<file path="config.mk">
export PLATFORM = sky130hd
export DESIGN_NAME = serial_subtractor
export DESIGN_NICKNAME = d
export VERILOG_FILES = /design/src/rtl/serial_subtractor.sv
export SDC_FILE = /design/constraint.sdc
export NUM_CORES = 1
export LEC_CHECK = 0
export CORE_MARGIN = 1.5
export CORE_UTILIZATION = 50
export DETAILED_ROUTE_END_ITERATION = 16
export PLACE_DENSITY = 0.8
export SLEW_MARGIN = 40
export SYNTH_ARGS = -nofsm -noshare
export SYNTH_HDL_FRONTEND = slang
export SYNTH_SLANG_ARGS = --single-unit
export TNS_END_PERCENT = 20
</file>
<file path="constraint.sdc">
create_clock -name clk -period 3.3 [get_ports clk]
set_input_delay 0.33 -clock clk [delete_from_list [all_inputs] [get_ports clk]]
set_output_delay 0.33 -clock clk [all_outputs]
set_load 0.01 [all_outputs]
</file>
<file path="src/rtl/serial_subtractor.sv">
// Bit-serial subtractor: X - Y - Bin over WIDTH bits, LSB first, one bit per accepted cycle.
// Optional signed-overflow output enabled by defining SERIAL_SUB_OVF_EN.
module serial_subtractor #(
    parameter int unsigned WIDTH = 8
) (
    input  logic             clk,
    input  logic             rst_n,
    input  logic             start,
    input  logic             bin,
    input  logic             in_valid,
    input  logic             x,
    input  logic             y,
    output logic             busy,
    output logic             diff_valid,
    output logic             diff_bit,
    output logic             done,
    output logic [WIDTH-1:0] diff_word,
    output logic             bout,
    output logic             zero
`ifdef SERIAL_SUB_OVF_EN
    ,
    output logic             ovf
`endif
);

    localparam int unsigned CW = (WIDTH > 1) ? $clog2(WIDTH) : 1;

    typedef enum logic [1:0] {
        IDLE = 2'd0,
        RUN  = 2'd1,
        DONE = 2'd2
    } state_t;

    state_t           state, state_nxt;
    logic             borrow, borrow_nxt;
    logic [CW-1:0]    count, count_nxt;
    logic             busy_nxt, diff_valid_nxt, diff_bit_nxt, done_nxt;
    logic [WIDTH-1:0] diff_word_nxt;
    logic             bout_nxt, zero_nxt;
    logic             d_c, b_c;
    logic [WIDTH-1:0] shifted_c;

    // Full-subtractor cell on the current pair and the running borrow
    assign d_c       = x ^ y ^ borrow;
    assign b_c       = (~x & y) | (~(x ^ y) & borrow);
    assign shifted_c = {d_c, diff_word[WIDTH-1:1]};

`ifdef SERIAL_SUB_OVF_EN
    logic ovf_nxt;
`endif

    always_comb begin
        state_nxt      = state;
        borrow_nxt     = borrow;
        count_nxt      = count;
        diff_valid_nxt = 1'b0;
        diff_bit_nxt   = diff_bit;
        done_nxt       = 1'b0;
        diff_word_nxt  = diff_word;
        bout_nxt       = bout;
        zero_nxt       = zero;
`ifdef SERIAL_SUB_OVF_EN
        ovf_nxt        = ovf;
`endif
        case (state)
            IDLE: begin
                if (start) begin
                    state_nxt     = RUN;
                    borrow_nxt    = bin;
                    count_nxt     = '0;
                    diff_word_nxt = '0;
                end
            end
            RUN: begin
                if (in_valid) begin
                    diff_bit_nxt   = d_c;
                    diff_valid_nxt = 1'b1;
                    diff_word_nxt  = shifted_c;
                    borrow_nxt     = b_c;
                    count_nxt      = count + CW'(1);
                    // Final pair: publish the end-of-word results alongside done
                    if (count == CW'(WIDTH - 1)) begin
                        state_nxt = DONE;
                        done_nxt  = 1'b1;
                        bout_nxt  = b_c;
                        zero_nxt  = (shifted_c == '0);
`ifdef SERIAL_SUB_OVF_EN
                        ovf_nxt   = (x != y) && (d_c != x);
`endif
                    end
                end
            end
            DONE: begin
                state_nxt = IDLE;
            end
            default: begin
                state_nxt = IDLE;
            end
        endcase
        busy_nxt = (state_nxt == RUN);
    end

    always_ff @(posedge clk or negedge rst_n) begin
        if (!rst_n) begin
            state      <= IDLE;
            borrow     <= 1'b0;
            count      <= '0;
            busy       <= 1'b0;
            diff_valid <= 1'b0;
            diff_bit   <= 1'b0;
            done       <= 1'b0;
            diff_word  <= '0;
            bout       <= 1'b0;
            zero       <= 1'b0;
        end else begin
            state      <= state_nxt;
            borrow     <= borrow_nxt;
            count      <= count_nxt;
            busy       <= busy_nxt;
            diff_valid <= diff_valid_nxt;
            diff_bit   <= diff_bit_nxt;
            done       <= done_nxt;
            diff_word  <= diff_word_nxt;
            bout       <= bout_nxt;
            zero       <= zero_nxt;
        end
    end

`ifdef SERIAL_SUB_OVF_EN
    always_ff @(posedge clk or negedge rst_n) begin
        if (!rst_n) begin
            ovf <= 1'b0;
        end else begin
            ovf <= ovf_nxt;
        end
    end
`endif

endmodule

</file>
==> flow_metrics.env, run 1 <==
export IMPL_ys_seq_area_share_pct=56.3
export IMPL_ys_ff_latch=20
export IMPL_grt_pass1_vias=609
export IMPL_ant_nets=0
export IMPL_core_area_sq_um=1690
export IMPL_syn_inst=83
export IMPL_fin_worst_skew_ps=11.4
export IMPL_cts_sinks=20
export IMPL_syn_area_per_cell_sq_um=10.7
export IMPL_clkTransAtPathRegs_ps=120
export IMPL_start_util_pct=52.7
export IMPL_rows=15
export IMPL_final_cell_mix="dfrtp_1 (20), clkdlybuf4s50_1 (19), nand2_1 (13), o21ai_1 (13), o31ai_1 (9)"
export IMPL_powerDensity_nw_per_um2=860
export IMPL_die_h_microns=45.2
export IMPL_rsz0062_at_grt="no"
export IMPL_cts_setup_buffers=0
export IMPL_critPathMaxFanout=24
export IMPL_gr_total_overflow=0
export IMPL_timing_max_slew_rel_slack_pct=53.2
export IMPL_grt_usage_pct=19.2
export IMPL_crit_path_end_kind="register"
export IMPL_ir_drop_uv=478
export IMPL_cp_data_arrival_time_ps=2020
export IMPL_antenna_cells=0
export IMPL_avgViaCountPerCell=5.69
export IMPL_grt_pass1_wl_mm=2.75
export IMPL_insertion_delay_ps=310
export IMPL_seqPwrFrac_pct=43.3
export IMPL_drtPass1Iterations=4
export IMPL_dp_cells=116
export IMPL_ys_types=19
export IMPL_first_iter_violations=19
export IMPL_area_delta_synth_final_pct=27.1
export IMPL_drive_gt1_share_pct=7.69
export IMPL_finalHoldViolCount=0
export IMPL_critPathKind="reg2reg"
export IMPL_syn_num_nets=93
export IMPL_cts_root_buf="clkbuf_4"
export IMPL_die_area_sq_um=2040
export IMPL_final_nets=115
export IMPL_layout_commonest_cell="dfrtp_1"
export IMPL_fin_tns_setup_ps=0
export IMPL_drt_wl_total_mm=1.70
export IMPL_start_kind="register"
export IMPL_synth_largest_area_cell="dfrtp_1"
export IMPL_gp_congestion=0.758
export IMPL_antenna_found_initial=0
export IMPL_r2r_cells=3
export IMPL_numPortBuffers=20
export IMPL_hpwl_mm=1.17
export IMPL_htree_levels=1
export IMPL_numCtsBuffers=3
export IMPL_maxCapViolCount=0
export IMPL_critPathRequiredTime_ps=3510
export IMPL_tightest_slew_ps=702
export IMPL_comb_power_share_pct=41.6
export IMPL_period_minus_slack_ps=1810
export IMPL_synth_top_area_share_pct=56.3
export IMPL_cts_buffer_depth=2
export IMPL_finalSetupViolCount=0
export IMPL_status="completed"
export IMPL_dr_total_vias=689
export IMPL_fillers=140
export IMPL_intPower_uw=624
export IMPL_grt_max_degree=25
export IMPL_switching_power_uw=348
export IMPL_synth_cell_area_sq_um=890
export IMPL_drc=0
export IMPL_routedWlPerCell_microns=14.1
export IMPL_p_leak_uw=0.000526
export IMPL_cts_tree="built"
export IMPL_max_freq_mhz=551
export IMPL_die_x_microns=45.2
export IMPL_ios=21
export IMPL_synth_warnings=0
export IMPL_fin_cells=121
export IMPL_synth_area_leaders="dfrtp_1 (56%), o31ai_1 (7.6%), o21ai_1 (7.3%)"
export IMPL_fin_crit_sh_pct=55.0
export IMPL_clock_power_share_pct=15.0
export IMPL_holdCritPathClass="in2async"
export IMPL_cts_resized=0
export IMPL_switching_share_pct=35.8
export IMPL_drv_slew=0
[critical path, cell delays in order (launching register included)]
cell and delay [ps]:
dfrtp_1 660, nor2b_2 520, nand2_1 190, mux2_1 340
[state kept, by name, summed over array words and instances (netlist names)]
register,cells
borrow,1
bout,1
busy,1
count,3
diff_bit,1
diff_valid,1
diff_word,8
done,1
state,2
zero,1
[path summary, 6_finish.rpt]
path | startpoint | end | slack (ps)
max | state[1]$_DFF_PN0_ | diff_bit$_DFFE_PN0P_ | 1490
min | rst_n | count[2]$_DFFE_PN0P_ | 480
max reg2reg | state[1]$_DFF_PN0_ | diff_bit$_DFFE_PN0P_ | 1490
min reg2reg | count[0]$_DFFE_PN0P_ | count[0]$_DFFE_PN0P_ | 500
max in group asynchronous | rst_n | diff_word[4]$_DFFE_PN0P_ | 2500
min in group clk | count[0]$_DFFE_PN0P_ | count[0]$_DFFE_PN0P_ | 500
[cell usage after synthesis]
| library cell | number |
|---|---|
| o21ai_1 | 13 |
| buf_2 | 2 |
| o31ai_1 | 9 |
| nor4_1 | 2 |
| a311oi_1 | 2 |
| buf_6 | 1 |
| nor2b_2 | 1 |
| nand2_1 | 13 |
| dfrtp_1 | 20 |
| ha_1 | 2 |
| fa_1 | 1 |
| o2bb2ai_1 | 1 |
| nor2_2 | 1 |
| nor2_1 | 1 |
| mux2_1 | 1 |
| inv_1 | 7 |
| nand4b_1 | 1 |
| clkbuf_1 | 2 |
| mux2i_1 | 3 |
[stage by stage]
stage / setup WS [ps] / area (sq um) / utilization, % / total power, uW / hold WS (ps)
4_1_cts: 1490 / 1130 / 67.0 / 977 / 495
5_1_grt: 1340 / 1130 / 67.0 / 1040 / 517
3_5_place_dp: 1380 / 1080 / 64.2 / 831 / 302
3_3_place_gp: 1470 / 1090 / 64.5 / 816 / 470
2_1_floorplan: 1980 / 890 / - / 640 / 34.4
6_report: 1490 / 1130 / 67.0 / 972 / 481
[layout make-up]
cell class	instances	area [sq um]	share of cell area (%)
Clock buffer	4	36.3	3.21
Inverter	7	26.3	2.32
Multi-Input combinational cell	51	334	29.5
Sequential cell	20	500	44.2
Tap cell	17	21.3	1.88
Timing Repair Buffer	22	213	18.8
[repair_timing]
| action | CTS | global route |
|---|---|---|
| endpoints found under the setup margin | 0 | 0 |
| hold buffers | 1 | 0 |
| endpoints found under the hold margin | 20 | 0 |
[cells by family after synthesis]
| logic type | synth area share [%] |
|---|---|
| buf+inv | 6.19 |
| fa+ha+maj | 5.06 |
| compound gates | 17.9 |
| flops | 56.3 |
| simple gates | 9.99 |
| mux | 4.64 |
[layer usage]
| layer | track usage (%) | share of wire (%) | wire length (microns) |
|---|---|---|---|
| met1 | 24.9 | 44 | 753 |
| met2 | 32.0 | 49 | 838 |
| met3 | 3.60 | 4.4 | 75 |
| met4 | 7.06 | 2.1 | 35 |
| met5 | 0 | 0 | 0 |
[power by group through the flow]
stage / sequential (uW) / combinational (uW) / clock, uW
6_report: 421 / 405 / 146
5_1_grt: 435 / 453 / 155
4_1_cts: 421 / 409 / 147
3_5_place_dp: 425 / 406 / 0
3_3_place_gp: 420 / 396 / 0
2_1_floorplan: 438 / 203 / 0
No activity file was read; power rests on OpenSTA's default activity.
==> run 2: changes to the inputs <==
--- a/config.mk
+++ b/config.mk
@@ -6,9 +6,9 @@
 export NUM_CORES = 1
 export LEC_CHECK = 0
 export CORE_MARGIN = 1.5
-export CORE_UTILIZATION = 50
+export CORE_UTILIZATION = 43
 export DETAILED_ROUTE_END_ITERATION = 16
-export PLACE_DENSITY = 0.8
+export PLACE_DENSITY = 0.73
 export SLEW_MARGIN = 40
 export SYNTH_ARGS = -nofsm -noshare
 export SYNTH_HDL_FRONTEND = slang
==> constraint.sdc (replaced) <==
create_clock -name clk -period 1.45 [get_ports clk]
set_input_delay 0.145 -clock clk [delete_from_list [all_inputs] [get_ports clk]]
set_output_delay 0.145 -clock clk [all_outputs]
set_load 0.01 [all_outputs]
==> run 2 against run 1 <==
Against the previous run:
- total power rose by 140%
- wire length rose by 7.6%
- die area rose by 15%
- worst setup slack got worse by 1400 ps
- sequential power rose by 130%
- utilization fell by 4.8 points
- non-clock buffer count rose by 4
- via count rose by 2.0%
- clock skew fell by 3.9 ps
- register-to-register slack got worse by 1400 ps
- combinational power rose to 2.6 times the previous value
- critical path type is now reg2out
- largest power group is now combinational cells
==> flow_metrics.env, run 2 (synthesis results as in run 1) <==
export IMPL_status="completed"
export IMPL_die_x_microns=48.5
export IMPL_numPortBuffers=20
export IMPL_seqPwrFrac_pct=41.0
export IMPL_core_area_sq_um=1960
export IMPL_critPathRequiredTime_ps=1310
export IMPL_rows=16
export IMPL_final_nets=119
export IMPL_final_cell_mix="dfrtp_1 (20), clkdlybuf4s50_1 (16), nand2_1 (13), o21ai_1 (13), o31ai_1 (9)"
export IMPL_intPower_uw=1500
export IMPL_numCtsBuffers=3
export IMPL_grt_pass1_wl_mm=3.19
export IMPL_p_total_uw=2320
export IMPL_htree_levels=1
export IMPL_tightest_slew_ps=327
export IMPL_ios=21
export IMPL_period_minus_slack_ps=1390
export IMPL_r2r_cells=5
export IMPL_gp_congestion=0.754
export IMPL_rsz0062_at_grt="yes"
export IMPL_drive_gt1_share_pct=14.8
export IMPL_drv_slew=0
export IMPL_fin_worst_skew_ps=7.42
export IMPL_fin_crit_sh_pct=96.2
export IMPL_die_area_sq_um=2350
export IMPL_grt_pass1_vias=705
export IMPL_routedWlPerCell_microns=13.6
export IMPL_top_register="diff_word"
export IMPL_r2r_end="zero$_DFFE_PN0P_"
export IMPL_start_kind="register"
export IMPL_area_delta_synth_final_pct=37.1
export IMPL_crit_path_end_kind="output pin"
export IMPL_powerDensity_nw_per_um2=1900
export IMPL_switching_share_pct=35.4
export IMPL_cts_buffer_depth=2
export IMPL_drc=0
export IMPL_critPathMaxFanout=4
export IMPL_worst_path_buf_inv=1
export IMPL_clkTransAtPathRegs_ps=110
export IMPL_ant_nets=0
export IMPL_critical_path_max_stage_delay_ps=550
export IMPL_cpMaxStageDelayCell="clkdlybuf4s50_1"
export IMPL_regToRegSetupSlack_ps=130
export IMPL_drtPass1Iterations=4
export IMPL_cts_root_buf="clkbuf_4"
export IMPL_maxCapViolCount=0
export IMPL_fillers=172
export IMPL_largest_register_ffs=8
export IMPL_crit_start="diff_word[2]$_DFFE_PN0P_"
export IMPL_placed_area_sq_um=1140
export IMPL_gr_total_overflow=0
export IMPL_insertion_delay_ps=290
export IMPL_die_h_microns=48.5
export IMPL_cts_tree="built"
export IMPL_finalHoldViolCount=0
export IMPL_grt_usage_pct=17.4
export IMPL_antenna_found_initial=0
export IMPL_max_freq_mhz=717
export IMPL_path_delay_family="buffers and inverters"
export IMPL_design_area_sq_um=1220
export IMPL_reg2reg_from="borrow$_DFFE_PN0P_"
export IMPL_avgViaCountPerCell=5.21
export IMPL_holdCritPathClass="in2async"
export IMPL_fin_tns_setup_ps=0
export IMPL_finalSetupViolCount=0
export IMPL_ir_drop_uv=976
export IMPL_hpwl_mm=1.26
export IMPL_layout_commonest_cell="dfrtp_1"
export IMPL_comb_power_share_pct=45.3
export IMPL_reg_top3="diff_word x8, count x3, state x2"
export IMPL_critPathKind="reg2out"
export IMPL_timing_max_slew_rel_slack_pct=78.0
export IMPL_antenna_cells=0
export IMPL_drt_wl_total_mm=1.83
export IMPL_first_iter_violations=7
export IMPL_start_util_pct=45.3
export IMPL_dr_total_vias=703
export IMPL_grt_max_degree=21
export IMPL_fin_util_pct=62.2
export IMPL_cp_data_arrival_time_ps=1250
export IMPL_cts_sinks=20
export IMPL_path_cells="clkdlybuf4s50_1"
export IMPL_clock_power_share_pct=13.7
export IMPL_p_leak_uw=0.000607
export IMPL_switching_power_uw=820
[run 2: per-stage QoR]
stage	hold WS (ps)	worst slack, ps	std cells
2_1_floorplan	-151	148	83
3_3_place_gp	469	-198	129
3_5_place_dp	478	-262	129
4_1_cts	185	15.5	133
5_1_grt	195	0.821	135
6_report	184	55.2	135
[run 2: layout make-up]
cell class / instances / area, sq um / area share [%]
Clock buffer: 4 / 36.3 / 2.97
Inverter: 7 / 26.3 / 2.15
Multi-Input combinational cell: 51 / 355 / 29.1
Sequential cell: 20 / 500 / 41.0
Tap cell: 27 / 33.8 / 2.77
Timing Repair Buffer: 26 / 268 / 21.9
[run 2: metal layers]
layer  vias to the layer above  global-route usage (%)  wire, microns  part of all wire (%)
met1                       343                    22.2            804                    44
met4                         0                    5.71              0                     0
met5                         -                       0              0                     0
met2                        18                    29.6            910                    50
li1                        342                       -              -                     -
met3                         0                    4.01            117                   6.4
[run 2: worst max path at each step]
stage / to / slack, ps / cells after the start
floorplan: zero$_DFFE_PN0P_ / 150 / 5
global placement: zero$_DFFE_PN0P_ / -200 / 6
detailed placement: zero$_DFFE_PN0P_ / -260 / 6
CTS: diff_word[5] / 20 / 1
global route: zero$_DFFE_PN0P_ / 0.8 / 5
finish: diff_word[2] / 60 / 1
[run 2: power groups by stage]
stage,clock (uW),sequential (uW),combinational [uW]
floorplan,0,996,462
global placement,0,945,943
detailed placement,0,957,988
CTS,331,946,989
global route,354,988,1170
finish,318,951,1050
[run 2: timing repair]
item / CTS / global route
hold buffers: 0 / 0
resized for setup: 0 / 9
setup endpoints to repair: 0 / 7
buffers inserted: 0 / 2
